[config.mk]
export PLATFORM = sky130hd
export DESIGN_NAME = digit_reg_bank
export DESIGN_NICKNAME = d
export VERILOG_FILES = /design/src/rtl/digit_reg_bank.sv
export SDC_FILE = /design/constraint.sdc
export NUM_CORES = 1
export LEC_CHECK = 0
export ABC_AREA = 1
export CORE_MARGIN = 2
export CORE_UTILIZATION = 58
export DETAILED_ROUTE_END_ITERATION = 8
export GPL_TIMING_DRIVEN = 1
export PLACE_DENSITY = 0.81
export SYNTH_ARGS = -nofsm -noshare
export SYNTH_HDL_FRONTEND = slang
export SYNTH_SLANG_ARGS = --single-unit
[constraint.sdc]
create_clock -name clk -period 3.4 [get_ports clk]
set_input_delay 0.34 -clock clk [delete_from_list [all_inputs] [get_ports clk]]
set_output_delay 0.34 -clock clk [all_outputs]
set_load 0.03 [all_outputs]
[src/rtl/digit_reg_bank.sv]
// digit_reg_bank: a small bank of DEPTH entries, each holding DIGITS digits of
// DIGIT_W bits, with a valid bit per entry.
//
// Ports
//   clk       rising-edge clock
//   rst       asynchronous active-high reset
//   write_en  load data_i into entry waddr
//   shift_en  shift entry waddr up one digit, digit_i enters digit 0
//   clear_en  zero every entry and valid bit (highest priority)
//   waddr     write/shift entry address
//   data_i    full entry, digit k at [k*DIGIT_W +: DIGIT_W]
//   digit_i   digit shifted in by shift_en
//   read_en   read request
//   raddr     read entry address
//   data_o    registered read data (held between reads)
//   rvalid_o  one-cycle pulse: data_o was loaded this cycle
//   rempty_o  entry read had not been written since reset/clear
//   err_o     one-cycle pulse: an out-of-range address was used
//   count_o   number of valid entries
module digit_reg_bank #(
    parameter int DIGITS  = 5,
    parameter int DIGIT_W = 3,
    parameter int DEPTH   = 4,
    localparam int AW     = $clog2(DEPTH)
) (
    input  logic                        clk,
    input  logic                        rst,
    input  logic                        write_en,
    input  logic                        shift_en,
    input  logic                        clear_en,
    input  logic [AW-1:0]               waddr,
    input  logic [DIGITS*DIGIT_W-1:0]   data_i,
    input  logic [DIGIT_W-1:0]          digit_i,
    input  logic                        read_en,
    input  logic [AW-1:0]               raddr,
    output logic [DIGITS*DIGIT_W-1:0]   data_o,
    output logic                        rvalid_o,
    output logic                        rempty_o,
    output logic                        err_o,
    output logic [AW:0]                 count_o
);

    localparam int EW = DIGITS * DIGIT_W;
    localparam logic [AW:0] DEPTH_C = (AW+1)'(DEPTH);

    logic [EW-1:0]    mem_q [DEPTH];
    logic [EW-1:0]    mem_d [DEPTH];
    logic [DEPTH-1:0] valid_q, valid_d;
    logic [EW-1:0]    data_q, data_d;
    logic             rvalid_q, rvalid_d;
    logic             rempty_q, rempty_d;
    logic             err_q, err_d;
    logic [AW:0]      count_q, count_d;

    logic             waddr_ok_s, raddr_ok_s;
    logic             wr_req_s, wr_hit_s;
    logic [AW-1:0]    widx_s, ridx_s;
    logic [EW-1:0]    wr_val_s;

    // Address range decode and the value a write/shift would store this cycle.
    always_comb begin
        waddr_ok_s = ({1'b0, waddr} < DEPTH_C);
        raddr_ok_s = ({1'b0, raddr} < DEPTH_C);
        // Out-of-range addresses are folded to 0 so no array access leaves
        // the bank; their results are never used.
        widx_s     = waddr_ok_s ? waddr : '0;
        ridx_s     = raddr_ok_s ? raddr : '0;
        wr_req_s   = write_en | shift_en;
        wr_hit_s   = wr_req_s & waddr_ok_s & ~clear_en;
        if (write_en) begin
            wr_val_s = data_i;
        end else begin
            wr_val_s = {mem_q[widx_s][EW-DIGIT_W-1:0], digit_i};
        end
    end

    // Next storage state: clear beats write beats shift; also population count.
    always_comb begin
        mem_d   = mem_q;
        valid_d = valid_q;
        count_d = '0;
        if (clear_en) begin
            for (int i = 0; i < DEPTH; i++) begin
                mem_d[i] = '0;
            end
            valid_d = '0;
        end else if (wr_hit_s) begin
            mem_d[widx_s]   = wr_val_s;
            valid_d[widx_s] = 1'b1;
        end else begin
            valid_d = valid_q;
        end
        for (int i = 0; i < DEPTH; i++) begin
            count_d = count_d + (AW+1)'(valid_d[i]);
        end
    end

    // Read port with write-first bypass; clear and bad addresses read as empty.
    always_comb begin
        data_d   = data_q;
        rempty_d = rempty_q;
        rvalid_d = 1'b0;
        if (read_en) begin
            rvalid_d = 1'b1;
            if (!raddr_ok_s || clear_en) begin
                data_d   = '0;
                rempty_d = 1'b1;
            end else if (wr_hit_s && (widx_s == ridx_s)) begin
                data_d   = wr_val_s;
                rempty_d = 1'b0;
            end else begin
                data_d   = mem_q[ridx_s];
                rempty_d = ~valid_q[ridx_s];
            end
        end else begin
            rvalid_d = 1'b0;
        end
        err_d = (wr_req_s & ~waddr_ok_s) | (read_en & ~raddr_ok_s);
    end

    // State and output registers.
    always_ff @(posedge clk or posedge rst) begin
        if (rst) begin
            for (int i = 0; i < DEPTH; i++) begin
                mem_q[i] <= '0;
            end
            valid_q  <= '0;
            data_q   <= '0;
            rvalid_q <= 1'b0;
            rempty_q <= 1'b0;
            err_q    <= 1'b0;
            count_q  <= '0;
        end else begin
            for (int i = 0; i < DEPTH; i++) begin
                mem_q[i] <= mem_d[i];
            end
            valid_q  <= valid_d;
            data_q   <= data_d;
            rvalid_q <= rvalid_d;
            rempty_q <= rempty_d;
            err_q    <= err_d;
            count_q  <= count_d;
        end
    end

    assign data_o   = data_q;
    assign rvalid_o = rvalid_q;
    assign rempty_o = rempty_q;
    assign err_o    = err_q;
    assign count_o  = count_q;

endmodule

==> metrics.txt, run 1 <==
run status finished clean; Die Ht between 90 and 100 um; min-delay worst type input port to async pin; P_leak slightly below 3 nW; Least-Margin Pin Slew ~0.72 ns; Die W 96.1 um; Global Route Usage Sum 0.324; boundary pin count 49; Worst-Skew Late Latency 0.37 ns; clk root buf clkbuf_8; number of synthesized flops with an enable pin 0; CTS buffer count 9; DP Worst Slack around 0.54 ns; worst-path fanout max 11; Mean Syn Cell Area a little over 7 um^2; 1st-pass router iterations 6; Max Root-Sink Buffers 2; Starting DRT DRC Count approximately 520; mapped cell area approximately 4900 um^2; dpl cells between 800 and 900; part of the Yosys area used for sequential elements 0.427; # rows 33; gpl congestion 0.923; global route total overflow 0; synth unique cells 30; Core Area about 8200 um^2; Reg2Reg Depth 7; Post-CTS Hold Buffers 0; Placed Area around 5400 um^2; Fillers between 600 and 700; count leader, synth nand2_1; initial antenna violation count 0; Layout Nets 755; min setup slack post-route between 0.8 and 0.9 ns; layout cell share with drive strength beyond 1 0.0919; share of the synthesized area in the top cell type 0.427; Fin Setup TNS 0 ns; vias in the first global route around 4500; Design Area, Final approximately 5600 um^2; Final Util 0.679; Crit. Startpoint waddr[0]; Yosys warnings 0; flops & latches, synth 84; WP data required about 3.7 ns; Pins Over Slew Limit 0; final setup fails 0; Tmin final between 2 and 3 ns; P per Cell Area approximately 420 nW/um^2; Post-Layout Cell Count 834; DRT Wirelength 14.0 mm; Synth area leaders dfrtp_1 43%, nand2_1 27%, nand3_1 9.2%; Final ANT Viol Nets 0; Commonest cells post-synth 356 x nand2_1, 90 x nand3_1, 84 x dfrtp_1; reg-to-reg startpoint valid_q[0]$_DFF_PP0_; global-route wire length before repair 22.4 mm; Layout Area Growth over Synthesis 13.4%; Fin Hold WS around 0.38 ns; crit share post-route 0.736; Peak supply drop approximately 260 uV; Post-DP HPWL 9.17 mm; Setup Buffers After CTS 0; TritonCTS clock tree built; Top FF cell, synth dfrtp_1; H-tree depth 3; post-synthesis simple-gate area fraction 0.427; clock sink count 84; Starting Density 0.599; startpoint types input port; largest family of logic cells by synthesized area simple AND/OR/NAND/NOR gates; FF-to-FF setup slack between 1 and 1.5 ns; pin count of the biggest net entering global routing a little over 40; Hold Vio Cnt, Final 0; post-synthesis xor/xnor area fraction 0; total power 2.34 mW; Synth async-reset ratio 1.00; total die area just over 9000 um^2; Mapped Cells between 600 and 700; Post-route DRC 0; synthesized-area fraction occupied by adder cells 0.00916; top achievable clock speed around 0.4 GHz; multiplexer share of the synthesized area 0.00611; antenna cells 0; Max-Cap Viols 0; r2r endpoint count_o[1]$_DFF_PP0_; routed length per instance 16.8 um; Crit Path Class input port to flop; via count 4820; CP Capture Type flop; Synth Area in Compound Gates 0.0473; post_cts resized 0; Synth area leader dfrtp_1; Slew HR 0.522; RSZ-0062 raised after global routing false; Syn Nets 721; Arr. time, crit path 2.76 ns; Clock Skews around 0.0078 ns; clock-pin transition on the worst setup and hold timing paths approximately 0.09 ns; Avg Vias per Cell about 5.8; number of port buffers 47
-- cells by family after synthesis --
logic type / after synthesis
simple gates: 483
flops: 84
buf+inv: 71
compound gates: 45
mux: 3
fa+ha+maj: 3
other cells: 1
-- worst max-delay path, cell delays in order --
cell             delay [ns]
clkdlybuf4s50_1        0.67
nor2_1                 0.26
nand2_1                0.17
o21ai_0                0.17
inv_1                  0.11
fa_1                   0.55
inv_1                  0.04
ha_1                   0.17
ha_1                   0.27
-- routing by layer --
| layer | part of all wire | global-route usage | vias up |
|---|---|---|---|
| met5 | 0 | 0 | - |
| met4 | 0.032 | 0.121 | 0 |
| met3 | 0.12 | 0.0932 | 43 |
| met2 | 0.46 | 0.517 | 322 |
| met1 | 0.39 | 0.420 | 2210 |
| li1 | - | - | 2245 |
-- power breakdown --
group	total [mW]	internal (mW)	switching, mW
sequential	1.09	1.05	0.0354
combinational	0.443	0.149	0.294
clock	0.812	0.437	0.376
total	2.34	1.64	0.705
-- layout by cell type, fill, tap and decap left out, types with 6 or more instances in the layout --
| master | Yosys | routed |
|---|---|---|
| nand2_1 | 356 | 356 |
| nand3_2 | 10 | 10 |
| buf_4 | 12 | 12 |
| o21ai_0 | 16 | 16 |
| or2_2 | 6 | 6 |
| a21oi_1 | 23 | 23 |
| o22ai_1 | 6 | 6 |
| clkbuf_8 | 0 | 10 |
| dfrtp_1 | 84 | 84 |
| clkdlybuf4s50_1 | 0 | 47 |
| or2_1 | 6 | 6 |
| nand3_1 | 90 | 90 |
| inv_1 | 23 | 22 |
| inv_2 | 8 | 8 |
-- sequential cells by signal, indices dropped and copies added (netlist names) --
signal    cells
valid_q       4
count_o       3
mem_q        60
rempty_o      1
data_o       15
rvalid_o      1
-- how the worst max path moves through the flow --
stage / endpoint / slack (ns) / cells past startpoint
after floorplan: count_o[0]$_DFF_PP0_ / 0.89 / 1
after global placement: count_o[1]$_DFF_PP0_ / 0.63 / 9
after detailed placement: count_o[1]$_DFF_PP0_ / 0.54 / 9
after CTS: count_o[1]$_DFF_PP0_ / 0.92 / 9
after global routing: count_o[1]$_DFF_PP0_ / 0.77 / 9
final: count_o[1]$_DFF_PP0_ / 0.90 / 9
-- final cells by class --
class	instances	area (um^2)	share of cell area
Timing Repair Buffer	59	561	0.100
Clock buffer	11	141	0.0253
Sequential cell	84	2100	0.377
Inverter	35	148	0.0265
Multi-Input combinational cell	535	2410	0.432
Clock inverter	5	85.1	0.0153
Tap cell	105	131	0.0236
Note: power is estimated with default switching activity, not from simulation.
==> inputs of run 2 (changes only) <==
==> constraint.sdc (replaced) <==
create_clock -name clk -period 2.5 [get_ports clk]
set_input_delay 0.25 -clock clk [delete_from_list [all_inputs] [get_ports clk]]
set_output_delay 0.25 -clock clk [all_outputs]
set_load 0.03 [all_outputs]
==> metrics.txt, run 2 (synthesis gave the netlist of run 1 again) <==
Crit Path Class input port to flop; crit share post-route 0.858; via count 4871 (+1.1%); Post-DP HPWL 9.15 mm (-0.16%); Fin Setup TNS 0 ns (unchanged); Peak supply drop 311 uV (+19%); antenna cells 0 (unchanged); CTS buffer count 9 (unchanged); pin count of the biggest net entering global routing 85 (+110%); Top Usage Layer GRT met2; top achievable clock speed 0.466 GHz; Slew HR 0.615 (+0.0931); CP Capture Type flop; Clock Skews 0.0115 ns (+0.00372 ns); clock-pin transition on the worst setup and hold timing paths 0.08 ns (about the same); total die area 9230 um^2 (unchanged); Tmin final approximately 2.1 ns; Layout Area Growth over Synthesis 13.8%; Setup Buffers After CTS 0 (unchanged); Max-Cap Viols 0 (unchanged); number of port buffers 47 (unchanged); Global Route Usage Sum 0.331 (+0.00669); Reg with most FFs mem_q; Die W 96.1 um (unchanged); Final ANT Viol Nets 0 (unchanged); Layout Nets 763 (+1.1%); met2 usage 0.510 (-0.00637); Post-CTS Hold Buffers 0 (unchanged); max FFs per register 60 (unchanged); Worst-Skew Late Latency 0.36 ns (about the same); # rows 33 (unchanged); P per Cell Area 537 nW/um^2 (+28%); commonest non-fill, non-tap cell in the layout nand2_1; Least-Margin Pin Slew 0.576 ns (-0.139 ns); post_cts resized 0 (unchanged); Post-route DRC 0 (unchanged); met1 usage 0.445 (+0.0246); clk root buf clkbuf_8; gpl congestion 0.908 (-1.7%); RSZ-0062 raised after global routing false; dpl cells 826 (+0.98%); global-route wire length before repair 23.0 mm (+2.8%); startpoint types input port; run status finished clean; global route total overflow 0 (unchanged); routed length per instance 16.9 um (+0.44%); Hold Vio Cnt, Final 0 (unchanged); final setup fails 0 (unchanged); min-delay worst type input port to async pin; Avg Vias per Cell 5.80 (+0.34%); commonest cells after routing, fill and taps aside 356 x nand2_1, 90 x nand3_1, 84 x dfrtp_1, 47 x clkdlybuf4s50_1, 23 x a21oi_1; Starting DRT DRC Count 458 (-12%); WP data required 2.75 ns (-0.90 ns); Arr. time, crit path 2.39 ns (-0.37 ns); layout cell share with drive strength beyond 1 0.101 (+0.00877); Starting Density 0.599 (unchanged); Max Root-Sink Buffers 2 (unchanged); DRT Wirelength 14.2 mm (+1.2%); Fillers 691 (+0.58%); clock sink count 84 (unchanged); TritonCTS clock tree built; initial antenna violation count 0 (unchanged); Pins Over Slew Limit 0 (unchanged); Post-Layout Cell Count 840 (+0.72%); P_leak 2.91 nW (+0.88%); Die Ht 96.1 um (unchanged); met3 usage 0.0697 (-0.0235); H-tree depth 3 (unchanged); vias in the first global route 4654 (+2.9%); worst-path fanout max 3 (-8); boundary pin count 49 (unchanged); 1st-pass router iterations 5 (-1); Core Area 8220 um^2 (unchanged); Final Util 0.681 (+0.00259)
run 2: cell types whose count changed in the layout (fill, tap and decap cells not counted), sizes merged:
cell	before	now
buf	12	20
bufinv	2	0
clkbuf	11	12
clkinvlp	1	0
run 2: area by class of cell:
class	instances	area [um^2]	area share
Multi-Input combinational cell	535	2410	0.430
Sequential cell	84	2100	0.375
Timing Repair Buffer	67	633	0.113
Clock buffer	12	165	0.0295
Inverter	35	148	0.0264
Tap cell	105	131	0.0235
Clock inverter	2	10.0	0.00179
run 2: per-layer routing:
metal,up-vias,wire [um]
met3,59,1600
met5,-,0
met1,2242,5660
met4,0,539
met2,317,6400
li1,2253,-
run 2: critical path, stage by stage:
cell and delay (ns):
clkdlybuf4s50_1 0.60, inv_6 0.05, nor3_2 0.20, inv_2 0.06, a21oi_1 0.18, inv_1 0.08
fa_1 0.49, inv_1 0.04, ha_1 0.17, ha_1 0.26
run 2: per-stage QoR:
stage / power, mW / cell area, um^2 / setup WS [ns] / hold WS (ns)
6_report: 3.01 / 5600 / 0.355 / 0.239
2_1_floorplan: 1.89 / 4920 / 0.0849 / 0.281
3_3_place_gp: 2.10 / 5420 / 0.0667 / 0.461
4_1_cts: 2.99 / 5600 / 0.363 / 0.328
3_5_place_dp: 2.11 / 5420 / -0.0102 / 0.465
5_1_grt: 3.13 / 5600 / 0.264 / 0.337
run 2: worst paths after layout:
path	endpoint	cells past startpoint	slack (ns)	start
hold / removal	mem_q[11]$_DFFE_PP0P_	3	0.24	rst
hold reg to reg	data_o[3]$_DFFE_PP0P_	2	0.48	data_o[3]$_DFFE_PP0P_
max in group asynchronous	data_o[2]$_DFFE_PP0P_	3	1.81	rst
min in group clk	rvalid_o$_DFF_PP0_	1	0.39	read_en
setup / recovery	count_o[1]$_DFF_PP0_	10	0.35	waddr[0]
setup reg to reg	count_o[1]$_DFF_PP0_	7	0.65	valid_q[1]$_DFF_PP0_
run 2: where the power goes:
| group | leakage, nW | internal, mW | total, mW | switching [mW] |
|---|---|---|---|---|
| clock network | 0.0941 | 0.429 | 0.911 | 0.482 |
| logic | 1.68 | 0.212 | 0.618 | 0.406 |
| registers | 1.14 | 1.43 | 1.48 | 0.0464 |
